**src/rtl/ctrl_pkg.sv**
```systemverilog
// Shared types and constants for the core control sequencer: opcodes, FSM
// states, instruction field positions and the branch-target table contents.
package ctrl_pkg;

  typedef enum logic [3:0] {
    OP_ADD  = 4'b0000,
    OP_SHL  = 4'b0001,
    OP_SHR  = 4'b0010,
    OP_MOV  = 4'b0011,
    OP_OR   = 4'b0100,
    OP_XOR  = 4'b0101,
    OP_AND  = 4'b0110,
    OP_ADDI = 4'b0111,
    OP_LD   = 4'b1000,
    OP_ST   = 4'b1001,
    OP_MOVI = 4'b1010,
    OP_BEQ  = 4'b1011,
    OP_BNE  = 4'b1100,
    OP_CMP  = 4'b1101,
    OP_HALT = 4'b1110,
    OP_NOP  = 4'b1111
  } opcode_e;

  typedef enum logic [2:0] {
    ST_IDLE   = 3'd0,
    ST_FETCH  = 3'd1,
    ST_DECODE = 3'd2,
    ST_EXEC   = 3'd3,
    ST_MEM    = 3'd4,
    ST_WB     = 3'd5,
    ST_HALT   = 3'd6
  } state_e;

  localparam int unsigned OP_MSB  = 8;
  localparam int unsigned OP_LSB  = 5;
  localparam int unsigned RD_MSB  = 4;
  localparam int unsigned RD_LSB  = 3;
  localparam int unsigned RS_MSB  = 2;
  localparam int unsigned RS_LSB  = 0;
  localparam int unsigned IDX_MSB = 4;
  localparam int unsigned IDX_LSB = 0;

  localparam logic [3:0] NOP_CMD = 4'b1111;

  localparam int unsigned LUT_DEPTH = 32;
  localparam logic [9:0] LUT_TABLE [LUT_DEPTH] = '{
    10'd8,   10'd12,  10'd16,  10'd20,  10'd24,  10'd28,  10'd32,  10'd36,
    10'd40,  10'd44,  10'd48,  10'd52,  10'd56,  10'd60,  10'd64,  10'd68,
    10'd72,  10'd76,  10'd80,  10'd84,  10'd88,  10'd92,  10'd96,  10'd100,
    10'd104, 10'd108, 10'd112, 10'd116, 10'd120, 10'd124, 10'd128, 10'd132
  };

  // Opcodes handled by the controller itself; the ALU sees NOP for these.
  function automatic logic is_ctrl_op(input opcode_e op);
    return (op == OP_LD) || (op == OP_ST) || (op == OP_BEQ) ||
           (op == OP_BNE) || (op == OP_HALT);
  endfunction

  function automatic logic writes_rf(input opcode_e op);
    return (op == OP_LD) ||
           (!is_ctrl_op(op) && (op != OP_CMP) && (op != OP_NOP));
  endfunction

endpackage

```
**src/rtl/core_ctrl_fsm_branch_lut.sv**
```systemverilog
// Combinational branch-target table: 5-bit index to PC_W-bit target address.
module branch_lut
  import ctrl_pkg::*;
#(
  parameter int unsigned PC_W  = 10,
  parameter int unsigned LUT_N = 32
) (
  input  logic [4:0]      idx_i,
  output logic [PC_W-1:0] target_o
);

  always_comb begin
    target_o = '0;
    if (32'(idx_i) < LUT_N) begin
      target_o = PC_W'(LUT_TABLE[idx_i]);
    end
  end

endmodule

```
**src/rtl/core_ctrl_fsm.sv**
```systemverilog
// Multi-cycle fetch/decode/execute sequencer in front of the ALU, with branch
// LUT and data-memory req/ack. Optional MEM watchdog: define CTRL_WATCHDOG_EN.
module core_ctrl_fsm
  import ctrl_pkg::*;
#(
  parameter int unsigned PC_W     = 10,
  parameter int unsigned LUT_N    = 32,
  parameter int unsigned WDOG_MAX = 255
) (
  input  logic            clk,
  input  logic            reset,
  input  logic            start,
  input  logic [8:0]      instr,
  input  logic            alu_equal,
  input  logic            alu_zero,
  input  logic            dmem_ack,
  output logic [PC_W-1:0] pc,
  output logic [3:0]      alu_cmd,
  output logic [2:0]      ra_addr,
  output logic [2:0]      rb_addr,
  output logic [7:0]      imm,
  output logic            imm_sel,
  output logic            rf_we,
  output logic            dmem_req,
  output logic            dmem_we,
  output logic            flag_eq,
  output logic            done,
  output logic            err
);

  state_e          state_q, state_d;
  logic [PC_W-1:0] pc_q, pc_d;
  logic [8:0]      ir_q, ir_d;
  logic            flag_eq_q, flag_eq_d;
  logic            flag_zero_q, flag_zero_d;
  opcode_e         op;
  logic [PC_W-1:0] br_target;
  logic            take_branch;
  logic            active;

`ifdef CTRL_WATCHDOG_EN
  logic [7:0] wdog_q, wdog_d;
  logic       err_q, err_d;
`endif

  assign op          = opcode_e'(ir_q[OP_MSB:OP_LSB]);
  assign take_branch = ((op == OP_BEQ) && flag_eq_q) ||
                       ((op == OP_BNE) && !flag_eq_q);
  assign active      = (state_q == ST_DECODE) || (state_q == ST_EXEC) ||
                       (state_q == ST_MEM)    || (state_q == ST_WB);

  branch_lut #(
    .PC_W  (PC_W),
    .LUT_N (LUT_N)
  ) u_branch_lut (
    .idx_i    (ir_q[IDX_MSB:IDX_LSB]),
    .target_o (br_target)
  );

  always_comb begin
    state_d     = state_q;
    pc_d        = pc_q;
    ir_d        = ir_q;
    flag_eq_d   = flag_eq_q;
    flag_zero_d = flag_zero_q;
`ifdef CTRL_WATCHDOG_EN
    wdog_d      = wdog_q;
    err_d       = err_q;
`endif
    case (state_q)
      ST_IDLE: begin
        if (start) begin
          state_d = ST_FETCH;
          pc_d    = '0;
        end
      end
      ST_FETCH: begin
        ir_d    = instr;
        state_d = ST_DECODE;
      end
      ST_DECODE: state_d = ST_EXEC;
      ST_EXEC: begin
        if (op == OP_CMP) begin
          flag_eq_d   = alu_equal;
          flag_zero_d = alu_zero;
        end
        if ((op == OP_LD) || (op == OP_ST)) begin
          state_d = ST_MEM;
`ifdef CTRL_WATCHDOG_EN
          wdog_d  = '0;
`endif
        end else if (op == OP_HALT) begin
          state_d = ST_HALT;
        end else begin
          state_d = ST_WB;
        end
      end
      ST_MEM: begin
        if (dmem_ack) begin
          state_d = ST_WB;
        end
`ifdef CTRL_WATCHDOG_EN
        // Counter value k means k+1 MEM cycles elapsed without an ack.
        else if (wdog_q == 8'(WDOG_MAX - 1)) begin
          state_d = ST_HALT;
          err_d   = 1'b1;
        end else begin
          wdog_d  = wdog_q + 8'd1;
        end
`endif
      end
      ST_WB: begin
        pc_d    = take_branch ? br_target : pc_q + PC_W'(1);
        state_d = ST_FETCH;
      end
      ST_HALT: state_d = ST_HALT;
      default: state_d = ST_IDLE;
    endcase
  end

  always_ff @(posedge clk) begin
    if (reset) begin
      state_q     <= ST_IDLE;
      pc_q        <= '0;
      ir_q        <= '0;
      flag_eq_q   <= 1'b0;
      flag_zero_q <= 1'b0;
`ifdef CTRL_WATCHDOG_EN
      wdog_q      <= '0;
      err_q       <= 1'b0;
`endif
    end else begin
      state_q     <= state_d;
      pc_q        <= pc_d;
      ir_q        <= ir_d;
      flag_eq_q   <= flag_eq_d;
      flag_zero_q <= flag_zero_d;
`ifdef CTRL_WATCHDOG_EN
      wdog_q      <= wdog_d;
      err_q       <= err_d;
`endif
    end
  end

  always_comb begin
    alu_cmd = NOP_CMD;
    ra_addr = '0;
    rb_addr = '0;
    imm     = '0;
    imm_sel = 1'b0;
    if (active) begin
      if (!is_ctrl_op(op)) begin
        alu_cmd = op;
      end
      ra_addr = {1'b0, ir_q[RD_MSB:RD_LSB]};
      rb_addr = ir_q[RS_MSB:RS_LSB];
      imm     = {5'b0, ir_q[RS_MSB:RS_LSB]};
      imm_sel = (op == OP_ADDI) || (op == OP_MOVI);
    end
  end

  assign pc       = pc_q;
  assign flag_eq  = flag_eq_q;
  assign rf_we    = (state_q == ST_WB) && writes_rf(op);
  assign dmem_req = (state_q == ST_MEM);
  assign dmem_we  = (state_q == ST_MEM) && (op == OP_ST);
  assign done     = (state_q == ST_HALT);
`ifdef CTRL_WATCHDOG_EN
  assign err      = err_q;
`else
  assign err      = 1'b0;
`endif

endmodule

```
**config.mk**
```make
export PLATFORM = sky130hd
export DESIGN_NAME = core_ctrl_fsm
export DESIGN_NICKNAME = d
export VERILOG_FILES = /design/src/rtl/ctrl_pkg.sv /design/src/rtl/core_ctrl_fsm_branch_lut.sv /design/src/rtl/core_ctrl_fsm.sv
export SDC_FILE = /design/constraint.sdc
export NUM_CORES = 1
export LEC_CHECK = 0
export BUFFER_PORTS_ARGS = -buffer_cell sky130_fd_sc_hd__buf_2
export CORE_MARGIN = 5
export CORE_UTILIZATION = 40
export DETAILED_ROUTE_END_ITERATION = 7
export HOLD_SLACK_MARGIN = 0.02
export PLACE_DENSITY = 0.65
export SYNTH_ARGS = -nofsm -noshare
export SYNTH_HDL_FRONTEND = slang
export SYNTH_HIERARCHICAL = 1
export SYNTH_SLANG_ARGS = --single-unit
```
**constraint.sdc**
```tcl
create_clock -name clk -period 4.3 [get_ports clk]
set_input_delay 0.43 -clock clk [delete_from_list [all_inputs] [get_ports clk]]
set_output_delay 0.43 -clock clk [all_outputs]
set_load 0.01 [all_outputs]
```
## Yosys cells after proc, flatten, opt, wreduce, memory -nomap -nowiden

Memory sizes are Yosys's and may differ from the RTL's.
Index checks and enable logic that the tools add are counted.

| cells by class | value |
|---|---|
| $add $sub $neg | 1 |
| $lt $le $gt $ge | 1 |
| equal/unequal tests | 18 |
| multiplexer cells | 16 |
| bitwise gates (word level) | 1 |
| reduce and logical (&&, ||, !) cells | 23 |

Operators with widths:

| kind | number |
|---|---|
| 2-to-1 mux 10 bit | 4 |
| equality test 4 bit (second input constant) | 7 |
| one-hot mux 3 bit (7 select lines) | 1 |
| one-hot mux 10 bit (2 select lines) | 1 |
| 2-to-1 mux 3 bit | 4 |
| adder 10 x 1 -> 10 bit (second input constant) | 1 |
| logical OR 1 bit | 10 |
| equality test 3 bit (second input constant) | 3 |
| 2-to-1 mux 4 bit | 2 |
| inequality test 4 bit (second input constant) | 2 |
| equality test 3 x 2 -> 1 bit (second input constant) | 2 |
| greater-or-equal comparator 6 bit (second input constant) | 1 |
| logical AND 1 bit | 6 |
| 2-to-1 mux 2 bit | 3 |
| NOT 5 -> 6 bit | 1 |
| AND reduction 2 bit | 3 |
| equality test 4 x 3 -> 1 bit (second input constant) | 1 |
| inequality test 2 bit (second input constant) | 2 |
| equality test 3 x 1 -> 1 bit (second input constant) | 1 |
| logical NOT 3 bit | 1 |
| logical NOT 1 bit | 2 |
| nonzero test 2 bit | 1 |
| 2-to-1 mux 1 bit | 1 |

| word-level totals | value |
|---|---|
| register bits after elaboration | 23 |
| ROM bits | 320 |
| output and inout port bits | 35 |
| logic and storage cells | 65 |
| memories | 1 |

Memory list:

| name | words | bits a word | rd ports | clocked after memory_dff | write ports | line | RTL |
|---|---|---|---|---|---|---|---|
| (name not given) | 32 | 10 | 1 | 0 | 0 | core_ctrl_fsm_branch_lut.sv:15 | `target_o = PC_W'(LUT_TABLE[idx_i]);` |

## Logic depth before layout (Yosys ltp)

| depth | value |
|---|---|
| depth in word-level cells | 10 |
| depth in mapped cells | 7 |

## By module

The synthesis kept the hierarchy.

By module, submodules not included:

| module | instances | cells an instance | area an instance (um^2) |
|---|---|---|---|
| core_ctrl_fsm | 1 | 179 | 1516.5 |
| branch_lut | 1 | 15 | 101.3 |

## Worst setup path after synthesis

Ideal clock, no wire load.

| path | value |
|---|---|
| path type | register to register |
| from | reg ir_q[6] |
| to | reg pc_q[3] (netlist: pc[3]) |
| library setup time | 0.129 ns |
| data arrival time | 1.563 ns |
| path slack | 2.608 ns |
| stages on the path, launching flop included | 8 |
| path buffers | 3 |
| period minus slack after synthesis | 1.692 ns |
| path through | dfxtp_1 > buf_6 > or4b_4 > a21boi_2 > buf_6 > buf_12 > mux2i_1 > o2bb2ai_2 |

| between the ends | value |
|---|---|
| word-level cells in the longest chain between the ends | 5 |
| elaborated cells on any way between the ends | 7 |
| those cells by class | eq/ne (2); mux (2); reduce/logical (3) |

RTL lines:

| item | line | RTL |
|---|---|---|
| start: declaration | core_ctrl_fsm.sv:33 | `logic [8:0] ir_q, ir_d;` |
| start signal: assignment | core_ctrl_fsm.sv:135 | `ir_q <= ir_d;` |
| equality test 4 bit (on tied branches) | core_ctrl_fsm.sv:47, core_ctrl_fsm.sv:48 |  |
| logical AND 1 bit (on tied branches) | core_ctrl_fsm.sv:47, core_ctrl_fsm.sv:48 |  |
| logical OR 1 bit (*) | core_ctrl_fsm.sv:47 | `assign take_branch = ((op == OP_BEQ) && flag_eq_q) \|\|` |
| 2-to-1 mux 10 bit (*) | core_ctrl_fsm.sv:113 | `pc_d = take_branch ? br_target : pc_q + PC_W'(1);` |
| one-hot mux 10 bit (2 select lines) (*) | core_ctrl_fsm.sv:70 | `case (state_q)` |
| end signal: assignment | core_ctrl_fsm.sv:134 | `pc_q <= pc_d;` |
| end: declaration | core_ctrl_fsm.sv:32 | `logic [PC_W-1:0] pc_q, pc_d;` |

Every way passes the cells marked *; elsewhere a longest branch is shown, timed or not.
A chain may end at the register's enable or synchronous reset.

## Final worst setup path

| path | value |
|---|---|
| from | reg ir_q[7] |
| to | reg pc_q[9] (netlist: pc[9]) |

Same word-level chain as after synthesis.

==> metrics.log <==
INFO  metric worst_ep_arrival_time = 2490 ps
INFO  metric power.static_leakage = between 0.7 and 0.8 nW
INFO  metric core_area = ~4000 um2
INFO  metric finalHoldViolations = 0
INFO  metric ys_seq_area_share = between 20% and 30%
INFO  metric gp_routability_congestion = 0.833
INFO  metric drt_wl_total = 3530 um
INFO  metric ratio_of_total_power_to_cell_area = approximately 260 nW/um2
INFO  metric cell_count_after_synthesis = 194
INFO  metric first_global_vias = between 1000 and 1500
INFO  metric clockRootBuffer = clkbuf_8
INFO  metric grt_usage = a little over an eighth
INFO  metric ant_nets = 0
INFO  metric worst-r2r-cell-count = 4
INFO  metric hold_path_startpoint = instr[4]
INFO  metric die_w = about 74 um
INFO  metric grt_max_degree = 25
INFO  metric numClockSinks = 23
INFO  metric end_kind = flop
INFO  metric finalCoreUtilization = 44.6%
INFO  metric rsz0062_at_grt = no
INFO  metric synthDominantAreaCellType = dfxtp_1
INFO  metric syn2layout_area_growth = 9.44%
INFO  metric dp_hpwl = approximately 2500 um
INFO  metric power_frac_seq = between 50% and 60%
INFO  metric io_pins = 50
INFO  metric grt_overflow = 0
INFO  metric min-delay-path-class = input port to flop
INFO  metric power.internal = between 0.3 and 0.4 mW
INFO  metric outcome = complete, no violations
INFO  metric numPortBuffers = 41
INFO  metric detailedPlace.worstSlack = 1970 ps
INFO  metric critical_path.startpoint_type = flop
INFO  metric post_synth_instance_area = 1620 um2
INFO  metric fin_hold_ws = about 400 ps
INFO  metric clkTransAtPathRegs = 80 ps
INFO  metric grt_first_pass_wirelength = 5840 um
INFO  metric postSynth.asyncResetShare = 0%
INFO  metric fin_nets = ~240
INFO  metric timing.rr.start = ir_q[7]$_SDFFE_PP0P_
INFO  metric worst_slack = slightly below 2000 ps
INFO  metric cts_buffers = 3
INFO  metric whs_path_depth = 3
INFO  metric clock_power_share = 29.3%
INFO  metric floorplan.die.height = around 74 um
INFO  metric max_slew.worst_pin.slew = slightly above 1000 ps
INFO  metric critical_path_required_time = 4450 ps
INFO  metric floorplan.die_area = approximately 5400 um2
INFO  metric final_max_slew_viol_count = 0
INFO  metric detailroute.via_count = approximately 1400
INFO  metric drt-vias-per-instance = 5.14
INFO  metric synth_ff_type = dfxtp_1
INFO  metric power.share.switching = 29.2%
INFO  metric vdd_ir_drop_max = between 0.00015 and 0.0002 V
INFO  metric finalCriticalPeriod = around 2300 ps
INFO  metric reg2reg_slack = 1960 ps
INFO  metric setup_tns = 0 ps
INFO  metric synth.avg_cell_area = 8.34 um2
INFO  metric timing.setup.critical_path_class = flop to flop
INFO  metric n_antenna_cell = 0
INFO  metric firstDrtPassIters = 4
INFO  metric postcts_setup_bufs = 0
INFO  metric number_of_core_rows = 23
INFO  metric switching_power = 0.133 mW
INFO  metric combinational_cell_fraction_of_total_power = 18.0%
INFO  metric synth_area_leaders = dfxtp_1, mux2i_1, buf_4
INFO  metric timing.final.crit_share = 54.3%
INFO  metric post_route_cells_drive_above_1_share = 25.9%
INFO  metric post-synth-top-area-fraction = 28.5%
INFO  metric max_slew_margin = 30.9%
INFO  metric whs_endpoint = ir_q[4]$_SDFFE_PP0P_
INFO  metric synth-warning-count = 6
INFO  metric clock_tree.buffer_depth = 2
INFO  metric synth_enable_flop_cells = 0
INFO  metric post_cts_hold_buffer_count = 0
INFO  metric postCtsResizedCells = 0
INFO  metric drt_drc_violations_left = 0
INFO  metric achievable-frequency = between 0.4 and 0.5 GHz
INFO  metric cp_max_fo = 19
INFO  metric worstReg2RegEnd = pc[9]$_SDFFE_PP0P_
INFO  metric yosysUniqueCellTypes = 49
INFO  metric report.final.setup_viol = 0
INFO  metric htree_levels = 1
INFO  metric routedWlPerCell = 13.1 um
INFO  metric max_cap_violations = 0
INFO  metric synthesis_stage_register_bit_count = 23
INFO  metric detail_route.iter0.violations = 78
INFO  metric grt_antenna_before_repair = 0
INFO  metric cts_tree = built
INFO  metric final.setup_skew = 4.60 ps
INFO  metric insertion_delay = 260 ps
INFO  metric initial_utilization = 40.7%
-- cell usage after synthesis, types with 2 or more instances --
cell type and n:
clkbuf_1 7, ha_1 3, o21ai_0 6, o22ai_1 5, and3_1 2, mux2i_1 18, o2bb2ai_1 2, nand4b_1 2
buf_4 15, a21oi_1 7, nor2_1 20, buf_6 2, dfxtp_1 23, o2bb2ai_2 5, nand3_1 3, nand4_1 3
inv_1 6, nor3_1 8, and2_1 7, buf_2 2, conb_1 2, nor4_1 3, nand2_1 12, o21a_1 2
nand2b_1 5
-- state kept, by name, summed over array words and instances (netlist names) --
register  cells
pc           10
flag_eq       1
state_q       3
ir_q          9
-- worst max path at each step --
stage	slack, ps	start	cells after the start	end
finish	1960	ir_q[7]$_SDFFE_PP0P_	4	pc[9]$_SDFFE_PP0P_
global placement	1980	ir_q[7]$_SDFFE_PP0P_	4	pc[9]$_SDFFE_PP0P_
CTS	1930	state_q[1]$_SDFFE_PP0P_	4	alu_cmd[1]
global route	1760	state_q[1]$_SDFFE_PP0P_	4	alu_cmd[0]
floorplan	2610	ir_q[6]$_SDFFE_PP0P_	7	pc[3]$_SDFFE_PP0P_
detailed placement	1970	ir_q[7]$_SDFFE_PP0P_	4	pc[9]$_SDFFE_PP0P_
-- area by class of cell --
type                    count  area (um2)
fillers                   411        2200
multi-input cells         146         973
flip-flops and latches     23         460
repair buffers             41         205
well taps                  50        62.6
clock buffers               3        41.3
inverters                   6        22.5
clock inverters             1        5.00
-- metal layers --
| metal | wire, um | track usage [%] | vias to the layer above | share of wire (%) |
|---|---|---|---|---|
| met1 | 1670 | 19.2 | 619 | 47 |
| met2 | 1550 | 20.9 | 53 | 44 |
| li1 | - | - | 715 | - |
| met5 | 0 | 0 | - | 0 |
| met3 | 292 | 3.56 | 2 | 8.3 |
| met4 | 24 | 3.62 | 0 | 0.68 |
-- critical path, stage by stage, from the launching register on --
cell and delay [ps]:
dfxtp_1 510, or4b_4 500, a21boi_2 780, nor3_1 90
a211o_1 330
-- cell families after synthesis --
| group | synth area share [%] |
|---|---|
| DFF | 28.5 |
| xor gates and xnor gates | 0.541 |
| buffers and inverters | 13.5 |
| muxes | 11.1 |
| other | 0.464 |
| adders and majority gates | 2.32 |
| AOI/OAI and AO/OA | 18.2 |
| and+or+nand+nor | 25.4 |
-- layout by cell type (no fill, tap or decap), drive strengths merged, types with 2 or more instances in the layout --
master   count
nand2b       5
nand3        3
nor2        21
nor3         8
o22ai        5
a21oi        8
buf         41
o21ai        6
ha           3
dfxtp       23
o2bb2ai      7
nand4        3
conb        11
mux2i       18
nor4         3
nand4b       2
nand2       13
o21a         2
and3         3
clkbuf       3
inv          6
and2         7
-- metrics by stage --
| stage | instances | total power [mW] | cell area [um2] |
|---|---|---|---|
| 6_report | 270 | 0.456 | 1770 |
| 5_1_grt | 270 | 0.487 | 1770 |
| 4_1_cts | 270 | 0.463 | 1770 |
| 3_5_place_dp | 266 | 0.327 | 1720 |
| 3_3_place_gp | 266 | 0.326 | 1720 |
| 2_1_floorplan | 203 | 0.314 | 1650 |
-- power groups by stage --
stage                     Sequential (mW)  Clock (mW)  Combinational, mW
after floorplan                     0.232           0             0.0820
after global placement              0.245           0             0.0816
after detailed placement            0.245           0             0.0823
after CTS                           0.240       0.140             0.0825
after global routing                0.243       0.151             0.0926
final                               0.240       0.134             0.0819
No activity file was read; power rests on OpenSTA's default activity.
